## config.mk

```make
export PLATFORM = sky130hd
export DESIGN_NAME = osc_phase_accum
export DESIGN_NICKNAME = d
export VERILOG_FILES = /design/src/rtl/osc_phase_accum_pkg.sv /design/src/rtl/osc_phase_accum_slot_sequencer.sv /design/src/rtl/osc_phase_accum.sv
export SDC_FILE = /design/constraint.sdc
export NUM_CORES = 2
export LEC_CHECK = 0
export ABC_AREA = 1
export ABC_CLOCK_PERIOD_IN_PS = 8100
export BUFFER_PORTS_ARGS = -buffer_cell sky130_fd_sc_hd__clkbuf_2
export CORE_MARGIN = 8
export CORE_UTILIZATION = 28
export CTS_CLUSTER_SIZE = 30
export DETAILED_ROUTE_END_ITERATION = 7
export PLACE_DENSITY_LB_ADDON = 0.15
export SYNTH_ARGS = -nofsm -noshare
export SYNTH_HDL_FRONTEND = slang
export SYNTH_SLANG_ARGS = --single-unit
```

## constraint.sdc

```tcl
create_clock -name sCLK_XVXOSC -period 8.1 [get_ports sCLK_XVXOSC]
set_input_delay 0 -clock sCLK_XVXOSC [delete_from_list [all_inputs] [get_ports sCLK_XVXOSC]]
set_output_delay 0 -clock sCLK_XVXOSC [all_outputs]
set_load 0.005 [all_outputs]
```

## src/rtl/osc_phase_accum_pkg.sv

```systemverilog
// Shared synthesis package for the oscillator phase accumulator and the
// pitch stage: slot geometry, phase width, slot index and sequencer states.
package osc_phase_accum_pkg;

   localparam int VOICES      = 8;
   localparam int V_OSC       = 4;
   localparam int V_WIDTH     = 3;
   localparam int O_WIDTH     = 2;
   localparam int OE_WIDTH    = 1;
   localparam int E_WIDTH     = O_WIDTH + OE_WIDTH;
   localparam int PH_WIDTH    = 32;
   localparam int PITCH_WIDTH = 24;
   localparam int SLOTS       = VOICES * V_OSC;
   localparam int SLOT_WIDTH  = V_WIDTH + O_WIDTH;

   // Slot index as seen on the sweep: oscillator is the fast-moving field.
   typedef struct packed {
      logic [V_WIDTH-1:0] vx;
      logic [O_WIDTH-1:0] ox;
   } slot_t;

   typedef enum logic [1:0] {
      SEQ_IDLE,
      SEQ_SWEEP,
      SEQ_DRAIN
   } seq_state_t;

endpackage

```

## src/rtl/osc_phase_accum_slot_sequencer.sv

```systemverilog
// Frame sequencer: walks every slot once per sample_start, then holds busy
// for the two-cycle accumulator drain. Flags sample_start arriving too early.
module slot_sequencer
   import osc_phase_accum_pkg::*;
(
   input  logic  clk,
   input  logic  rst_n,
   input  logic  sample_start,
   output slot_t slot,
   output logic  stage0_valid,
   output logic  busy,
   output logic  frame_overrun
);

   localparam logic [SLOT_WIDTH-1:0] LAST_SLOT = SLOT_WIDTH'(SLOTS - 1);

   seq_state_t            state;
   seq_state_t            state_nxt;
   logic [SLOT_WIDTH-1:0] cnt;
   logic                  drain_last;
   logic                  accept;

   // Next-state logic; a start on the final drain cycle chains straight into a new sweep.
   always_comb begin
      // NOTE: every output of this block gets a default first so no path can infer a latch.
      state_nxt = state;
      accept    = 1'b0;
      case (state)
         SEQ_IDLE: begin
            if (sample_start) begin
               accept    = 1'b1;
               state_nxt = SEQ_SWEEP;
            end
         end
         SEQ_SWEEP: begin
            if (cnt == LAST_SLOT) state_nxt = SEQ_DRAIN;
         end
         SEQ_DRAIN: begin
            if (drain_last) begin
               if (sample_start) begin
                  accept    = 1'b1;
                  state_nxt = SEQ_SWEEP;
               end else begin
                  state_nxt = SEQ_IDLE;
               end
            end
         end
         default: state_nxt = SEQ_IDLE;
      endcase
   end

   // State register, slot counter, drain counter and overrun pulse.
   always_ff @(posedge clk or negedge rst_n) begin
      if (!rst_n) begin
         state         <= SEQ_IDLE;
         cnt           <= '0;
         drain_last    <= 1'b0;
         frame_overrun <= 1'b0;
      end else begin
         // NOTE: sequential state uses non-blocking assignments so all registers update together.
         state         <= state_nxt;
         cnt           <= (state == SEQ_SWEEP && cnt != LAST_SLOT) ? cnt + 1'b1 : '0;
         drain_last    <= (state == SEQ_DRAIN) ? ~drain_last : 1'b0;
         frame_overrun <= sample_start && busy && !accept;
      end
   end

   assign slot         = slot_t'(cnt);
   assign stage0_valid = (state == SEQ_SWEEP);
   assign busy         = (state != SEQ_IDLE);

endmodule

```

## src/rtl/osc_phase_accum.sv

```systemverilog
// Time-multiplexed phase accumulator fed by the pitch stage. Two stages:
// stage 0 presents the slot and captures its increment, stage 1 adds it to
// the stored phase and streams the result. Optional hard sync of
// oscillators 1..V_OSC-1 to oscillator 0: define OSC_HARD_SYNC_EN.
module osc_phase_accum
   import osc_phase_accum_pkg::*;
(
   input  logic                        sCLK_XVXOSC,
   input  logic                        iRST_N,
   input  logic                        sample_start,
   input  logic                        key_on,
   input  logic [V_WIDTH-1:0]          key_voice,
   output logic [V_WIDTH+E_WIDTH-1:0]  xxxx,
   input  logic [PITCH_WIDTH-1:0]      osc_pitch_val,
   output logic [PH_WIDTH-1:0]         phase_out,
   output logic [SLOT_WIDTH-1:0]       phase_slot,
   output logic                        phase_valid,
   output logic                        busy,
   output logic                        frame_overrun
);

   slot_t                s0_slot;
   logic                 s0_valid;
   logic                 s0_osc0;
   slot_t                slot_r;
   logic                 s1_valid;
   logic [PH_WIDTH-1:0]  inc_r;
   logic [VOICES-1:0]    pend;
   logic                 vreset;
   logic [PH_WIDTH-1:0]  phase_mem [SLOTS];
   logic [PH_WIDTH-1:0]  sum_lo;
   logic                 sync_zero;
   logic [PH_WIDTH-1:0]  wr_val;

   slot_sequencer u_seq (
      .clk           (sCLK_XVXOSC),
      .rst_n         (iRST_N),
      .sample_start  (sample_start),
      .slot          (s0_slot),
      .stage0_valid  (s0_valid),
      .busy          (busy),
      .frame_overrun (frame_overrun)
   );

   assign xxxx    = {s0_slot, {OE_WIDTH{1'b0}}};
   assign s0_osc0 = s0_valid && (s0_slot.ox == '0);

   // Stage 0 capture: increment, slot and the voice reset flag sampled at oscillator 0.
   always_ff @(posedge sCLK_XVXOSC or negedge iRST_N) begin
      if (!iRST_N) begin
         inc_r    <= '0;
         slot_r   <= '0;
         s1_valid <= 1'b0;
         vreset   <= 1'b0;
      end else begin
         s1_valid <= s0_valid;
         if (s0_valid) begin
            inc_r  <= PH_WIDTH'(osc_pitch_val);
            slot_r <= s0_slot;
         end
         if (s0_osc0) vreset <= pend[s0_slot.vx];
      end
   end

   // Pending note-on resets; a new key_on wins over the consume in the same cycle.
   always_ff @(posedge sCLK_XVXOSC or negedge iRST_N) begin
      if (!iRST_N) begin
         pend <= '0;
      end else begin
         for (int v = 0; v < VOICES; v++) begin
            if (key_on && key_voice == V_WIDTH'(v))
               pend[v] <= 1'b1;
            else if (s0_osc0 && s0_slot.vx == V_WIDTH'(v))
               pend[v] <= 1'b0;
         end
      end
   end

`ifdef OSC_HARD_SYNC_EN
   logic [PH_WIDTH:0] sum;
   logic              wrap0;

   assign sum       = {1'b0, phase_mem[slot_r]} + {1'b0, inc_r};
   assign sum_lo    = sum[PH_WIDTH-1:0];
   assign sync_zero = wrap0 && (slot_r.ox != '0);

   // Oscillator 0 carry, held for its siblings until the next voice's oscillator 0.
   always_ff @(posedge sCLK_XVXOSC or negedge iRST_N) begin
      if (!iRST_N)
         wrap0 <= 1'b0;
      else if (s1_valid && slot_r.ox == '0)
         wrap0 <= sum[PH_WIDTH];
   end
`else
   assign sum_lo    = phase_mem[slot_r] + inc_r;
   assign sync_zero = 1'b0;
`endif

   assign wr_val = (vreset || sync_zero) ? '0 : sum_lo;

   // Stage 1 write-back of the updated phase to the store.
   always_ff @(posedge sCLK_XVXOSC or negedge iRST_N) begin
      if (!iRST_N) begin
         // NOTE: the store is a register array, not a RAM, so it can and must clear on reset.
         for (int i = 0; i < SLOTS; i++) phase_mem[i] <= '0;
      end else if (s1_valid) begin
         phase_mem[slot_r] <= wr_val;
      end
   end

   // Stage 1 output registers.
   always_ff @(posedge sCLK_XVXOSC or negedge iRST_N) begin
      if (!iRST_N) begin
         phase_out   <= '0;
         phase_slot  <= '0;
         phase_valid <= 1'b0;
      end else begin
         phase_valid <= s1_valid;
         if (s1_valid) begin
            phase_out  <= wr_val;
            phase_slot <= slot_r;
         end
      end
   end

endmodule

```

### Yosys cells after proc, flatten, opt, wreduce, memory -nomap -nowiden

Cells that the tools add are included.

| storage, ports and cells | value |
|---|---|
| word-level logic and storage cells | 151 |
| output and inout bits | 46 |
| bits in registers | 1110 |
| input bits | 31 |

| operators by class | value |
|---|---|
| $add $sub $neg | 2 |
| reductions and logical operators | 36 |
| equal/unequal tests | 21 |
| mux-type cells | 35 |
| $lt $le $gt $ge | 3 |
| bitwise gates (word level) | 2 |

Operator list:

| operator | number |
|---|---|
| bitwise mux 1024 bit | 1 |
| binary-select mux 32 bit (select 5 bit) | 1 |
| demux 32 bit (select 5 bit) | 1 |
| two-way mux 32 bit | 4 |
| adder 32 x 24 -> 32 bit | 1 |
| == test 3 bit, second input constant | 8 |
| logical AND 1 bit | 21 |
| two-way mux 1 bit | 21 |
| nonzero test 2 bit | 9 |
| == test 3 x 2 -> 1 bit, second input constant | 4 |
| == test 3 x 1 -> 1 bit, second input constant | 2 |
| greater-or-equal comparator 6 bit, second input constant | 1 |
| zero test 3 bit | 2 |
| less-than comparator 6 x 1 -> 1 bit, second input constant | 1 |
| two-way mux 2 bit | 3 |
| inverter 5 -> 6 bit | 1 |
| case mux 2 bit (3 select lines) | 1 |
| adder 5 x 1 -> 5 bit, second input constant | 1 |
| == test 5 bit, second input constant | 1 |
| two-way mux 5 bit | 1 |
| inequality test 5 bit, second input constant | 1 |
| zero test 2 bit | 2 |
| less-than comparator 3 x 4 -> 1 bit, second input constant | 1 |
| inequality test 2 x 1 -> 1 bit, second input constant | 2 |
| other kinds (8) | 8 |

### Logic depth before layout (Yosys ltp)

| logic depth | value |
|---|---|
| depth after elaboration | 7 |
| depth in mapped cells | 29 |
| depth with buffers taken out | 23 |

### Hierarchy

From an unflattened synthesis, not the netlist that was laid out.

| unflattened totals | value |
|---|---|
| cell total of the unflattened synthesis | 5663 |
| area, all modules | 49394.9 µm² |

Modules (own cells, without submodules):

| module | instances | cells each | area an instance (µm²) | sequential area each (µm²) |
|---|---|---|---|---|
| osc_phase_accum | 1 | 5622 | 48998.2 | 27551.4 |
| slot_sequencer | 1 | 41 | 396.6 | 225.2 |

### Worst setup path before layout

Ideal clock, no wire load.

| path | value |
|---|---|
| kind | register -> register |
| start point | register slot_r[0] (netlist name) |
| end point | register phase_mem[176] (netlist name) |
| required time | 7.966 ns |
| buffers on the path | 6 |
| library setup time | 0.134 ns |
| clock period less this slack | 4.143 ns |
| slack | 3.957 ns |
| data arrival time | 4.009 ns |
| cell stages (with the launch flop) | 23 |
| cells stage by stage | dfrtp_1 buf_4 nor2_1 buf_2 buf_2 clkbuf_1 clkbuf_1 a22oi_1 o221ai_1 a221oi_1 nand4_1 ha_1 inv_1 fa_1 o21ai_0 a31oi_1 o21ai_0 nand2_1 nand2_1 a21oi_1 o21ai_0 clkbuf_1 o21ai_0 |

| on the way | value |
|---|---|
| word-level cells in the longest chain between the ends | 7 |
| elaborated cells between the ends (all ways) | 12 |
| those cells by class | add/sub: 1; order compare: 2; mux: 7; bitwise: 1; reduce/logical: 1 |

Ends and longest elaborated chain:

| item | line | source |
|---|---|---|
| from (decl) | osc_phase_accum.sv:25 | `slot_t slot_r;` |
| from (signal assigned) | osc_phase_accum.sv:59 | `slot_r <= s0_slot;` |
| inverter 5 -> 6 bit (implied by the code) * | osc_phase_accum.sv:95, osc_phase_accum.sv:107 |  |
| binary-select mux 32 bit (select 5 bit) | osc_phase_accum.sv:95 | `assign sum_lo = phase_mem[slot_r] + inc_r;` |
| two-way mux 32 bit (implied by the code) (2 in a row) | osc_phase_accum.sv:95 |  |
| adder 32 x 24 -> 32 bit | osc_phase_accum.sv:95 |  |
| two-way mux 32 bit | osc_phase_accum.sv:99 | `assign wr_val = (vreset \|\| sync_zero) ? '0 : sum_lo;` |
| bitwise mux 1024 bit * | osc_phase_accum.sv:107 | `phase_mem[slot_r] <= wr_val;` |
| to (signal, indexed assignment) | osc_phase_accum.sv:107 |  |
| to (decl) | osc_phase_accum.sv:30 | `logic [PH_WIDTH-1:0] phase_mem [SLOTS];` |

Mark *: on every way between the ends. The rest lies on a longest branch, timed or not. The select of a mux whose other input is x is not followed.
A chain may end at the register's enable or synchronous reset.

### Final worst setup path

| path | value |
|---|---|
| start point | register slot_r[1] (netlist name) |
| end point | register phase_mem[415] (netlist name) |

Same word-level chain as after synthesis.

==> results.toml <==
[outcome]
status = "finished clean"

[floorplanning]
die-area_mm2 = 0.1891
core_area_mm2 = 0.1740
rows = 153
start_util_pct = 28.23
pin_count = 77
die_h_um = 434.9
die_w_um = 434.9

[sta]
layout_setup_ws_ns = 1.678
finClkSkew_ns = 0.04255
report.final.slew_viol_count = 0
fin_crit_sh_pct = 79.29
finalSetupTns_ns = 0
final_hold_viol_count = 0
rsz0062_at_grt = "false"
slew_headroom_pct = 16.67
max_slew.worst_pin.slew_ns = 1.246
max_freq_mhz = 155.7
setup_viol = 0
min_period_ns = 6.422

[grt]
first_global_vias = 39970
grt_max_degree = 153
track_usage_pct = 20.08
antenna_found_initial = 3
overflow = 0
grt_pass1_wl_um = 288700

[worst_setup_path]
path_max_fanout = 33
crit_required_ns = 8.77
end_kind = "register"
cp_slowest_cell = "nor4_1"
cp_cell_sequence = "inv_2, nor2_4, inv_1, o22ai_1, o21ai_0, nand2_1, nor4_1, inv_1, ha_1, nand3_1, nand2_1, nand3_1, nand2_1, nand2_1, nand2_1, nand3_1, nand3_1, nand2_1, nand2_1, nand3_2, nand4_1, nand2_1"
cp.arrival_ns = 7.09
critPathKind = "reg -> reg"
crit_family = "simple AND/OR/NAND/NOR gates"
cp-start-kind = "register"
crit_buf_inv = 3
cp_common_cell = "nand2_1"
slowest_delay_ns = 1.02

[route]
vias_per_cell = 5.199
wl_um = 196400
ant_nets = 0
firstDrtPassIters = 6
wl_per_cell_um = 24.72
via_count = 41310
drt_iter0_drc = 4671
drc_errors = 0

[yosys]
yosysUniqueCellTypes = 46
synth_ff_type = "dfrtp_1"
post-synth-top-area-fraction_pct = 56.54
yosys_register_bits = 1110
ys_seq_area_share_pct = 56.54
synth_nets = 5678
async_flop_share_pct = 100.0
synthTopCellsByArea = "dfrtp_1 (57%), nand2_1 (14%), o21ai_0 (9.4%), a22oi_1 (6.3%), clkbuf_1 (2.7%)"
ys_warn_count = 0
syn_area_mm2 = 0.04912
syn_avg_cell_area_um2 = 8.742
synth.largest_area_cell = "dfrtp_1"
syn_inst = 5619
synth-edff-count = 0

[clocking]
post_cts_buffers = 0
clk_latency_ns = 0.79
h-tree-depth = 4
cts_tree = "done"
cts-root-buf = "clkbuf_16"
clock_path_buffers = 3
cts-resized-gates = 0
cts_hold_buffers = 52
clock-sinks = 1110
cts_buffers = 132
path_clk_slew_ns = 0.06

[placement]
port_buffers = 75
hpwl_um = 111200
pre_cts_ws_ns = 1.792
gp_congestion = 0.8420

[hold_path]
min_path_type = "in -> reg"

[pwr]
p_leak_nw = 25.28
ir_drop_v = 0.0002628
power_density_mw_per_mm2 = 346.8

[finish]
post_route_cells_drive_above_1_share_pct = 9.075
num_antenna_cells = 0
area_delta_synth_final_pct = 14.87
nets = 5592

[flow_run]
maxCapViolCount = 0
## tightest hold or removal path, cell delays in order
cell and delay (ns):
dlygate4sd3_1 0.52, clkbuf_2 0.10, nand2_1 0.12, nand2_1 0.10
## layout make-up
| class | count | area [um^2] |
|---|---|---|
| fillers | 18260 | 117600 |
| inverters | 177 | 675.6 |
| well taps | 2325 | 2909 |
| flip-flops and latches | 1110 | 27780 |
| multi-input cells | 3862 | 18830 |
| repair buffers | 250 | 1997 |
| clock buffers | 202 | 3973 |
| clock inverters | 19 | 260.3 |
## power by group
part | internal [W] | switching [W] | leakage, nW
clock network | 0.00347 | 0.00246 | 2.08
registers | 0.00637 | 0.000512 | 15.2
logic | 0.00141 | 0.00535 | 8.03
total | 0.0112 | 0.00832 | 25.3
## path summary, 6_finish.rpt
| path | from | endpoint | slack [ns] | cells past startpoint |
|---|---|---|---|---|
| setup / recovery | slot_r[1]$_DFFE_PN0P_ | phase_mem[415]$_DFFE_PN0P_ | 1.68 | 22 |
| hold / removal | osc_pitch_val[11] | inc_r[11]$_DFFE_PN0P_ | 0.08 | 4 |
| setup reg to reg | slot_r[1]$_DFFE_PN0P_ | phase_mem[415]$_DFFE_PN0P_ | 1.68 | 22 |
| hold reg to reg | s1_valid$_DFF_PN0_ | phase_valid$_DFF_PN0_ | 0.39 | 0 |
| max in group asynchronous | iRST_N | slot_r[0]$_DFFE_PN0P_ | 5.93 | 5 |
| min in group asynchronous | iRST_N | phase_mem[623]$_DFFE_PN0P_ | 0.46 | 4 |
## placed cells by master (no fill, tap or decap), types with 4 or more instances in the layout
| cell | synthesis | routed |
|---|---|---|
| nand3_2 | 5 | 5 |
| a21oi_1 | 194 | 194 |
| a22oi_1 | 415 | 415 |
| nor3_1 | 24 | 23 |
| clkinv_8 | 0 | 4 |
| buf_12 | 0 | 12 |
| nor3_2 | 5 | 6 |
| clkbuf_8 | 0 | 30 |
| o21ai_0 | 923 | 908 |
| dfrtp_1 | 1110 | 1109 |
| or2_2 | 24 | 24 |
| o21ai_1 | 58 | 58 |
| nor2_4 | 0 | 4 |
| nor2_1 | 85 | 81 |
| clkbuf_2 | 0 | 74 |
| ha_1 | 27 | 27 |
| clkbuf_1 | 347 | 35 |
| clkbuf_16 | 0 | 137 |
| clkinv_2 | 0 | 7 |
| nor4b_1 | 8 | 8 |
| nand3b_1 | 5 | 5 |
| nor4_1 | 20 | 20 |
| nand3_1 | 17 | 17 |
| buf_4 | 11 | 111 |
| o22ai_1 | 28 | 28 |
| o21ai_2 | 0 | 13 |
| inv_2 | 14 | 44 |
| o221ai_1 | 5 | 5 |
| inv_1 | 162 | 128 |
| nand2_2 | 7 | 7 |
| nand2_1 | 1813 | 1813 |
| nor2_2 | 12 | 12 |
| nand4_1 | 158 | 158 |
| dlygate4sd3_1 | 0 | 51 |
| a21o_1 | 6 | 6 |
## metal layers
| metal | routed length (um) | GRT usage (%) |
|---|---|---|
| met1 | 90500 | 28.43 |
| met2 | 90610 | 32.13 |
| met3 | 9432 | 2.600 |
| met4 | 5862 | 5.941 |
| met5 | 0 | 0 |
## cells by family (layout without fill, tap and decap cells)
logic type / Yosys count / count (layout) / synth area share, %
fa+ha+maj: 28 / 28 / 0.7285
other cells: 1 / 1 / 0.007634
flops: 1110 / 1110 / 56.54
simple gates: 2191 / 2191 / 18.33
buf+inv: 647 / 648 / 5.331
xor+xnor: 1 / 1 / 0.01783
compound gates: 1641 / 1641 / 19.04
## synthesized netlist by cell type (2+ instances only)
cell	instances
clkbuf_1	347
buf_2	65
nand4_1	158
a22oi_1	415
nor2_2	12
a31oi_1	3
a21o_1	6
or2_1	2
inv_2	14
or2_2	24
nand3_1	17
a21boi_0	3
o21ai_0	923
dfrtp_1	1110
o21ai_1	58
o22ai_1	28
buf_4	11
nand2_2	7
ha_1	27
nor4_1	20
nor4b_1	8
inv_1	162
nor2_1	85
nor3_2	5
o221ai_1	5
nor3_4	3
nor3_1	24
nand2_1	1813
buf_6	9
nand3b_1	5
buf_1	38
nand3_2	5
a21oi_1	194
## per-stage QoR
step	instances	area (um^2)	util (%)	hold WS (ns)	power [W]
finish	7945	56430	32.43	0.07717	0.01957
global route	7945	56430	32.43	0.09001	0.02058
CTS	7945	56430	32.43	0.04313	0.01978
detailed placement	7672	51660	29.69	0.05161	0.01376
global placement	7672	51660	29.69	0.05259	0.01373
floorplan	5619	49120	-	-0.2956	0.01056
## registers in the layout, summed over array words and instances (netlist names)
register	cells
u_seq.slot	5
phase_out	32
u_seq.state	2
pend	8
inc_r	24
phase_mem	1024
slot_r	5
u_seq.frame_overrun	1
s1_valid	1
u_seq.drain_last	1
phase_valid	1
phase_slot	5
vreset	1
No activity file was read; power rests on OpenSTA's default activity.
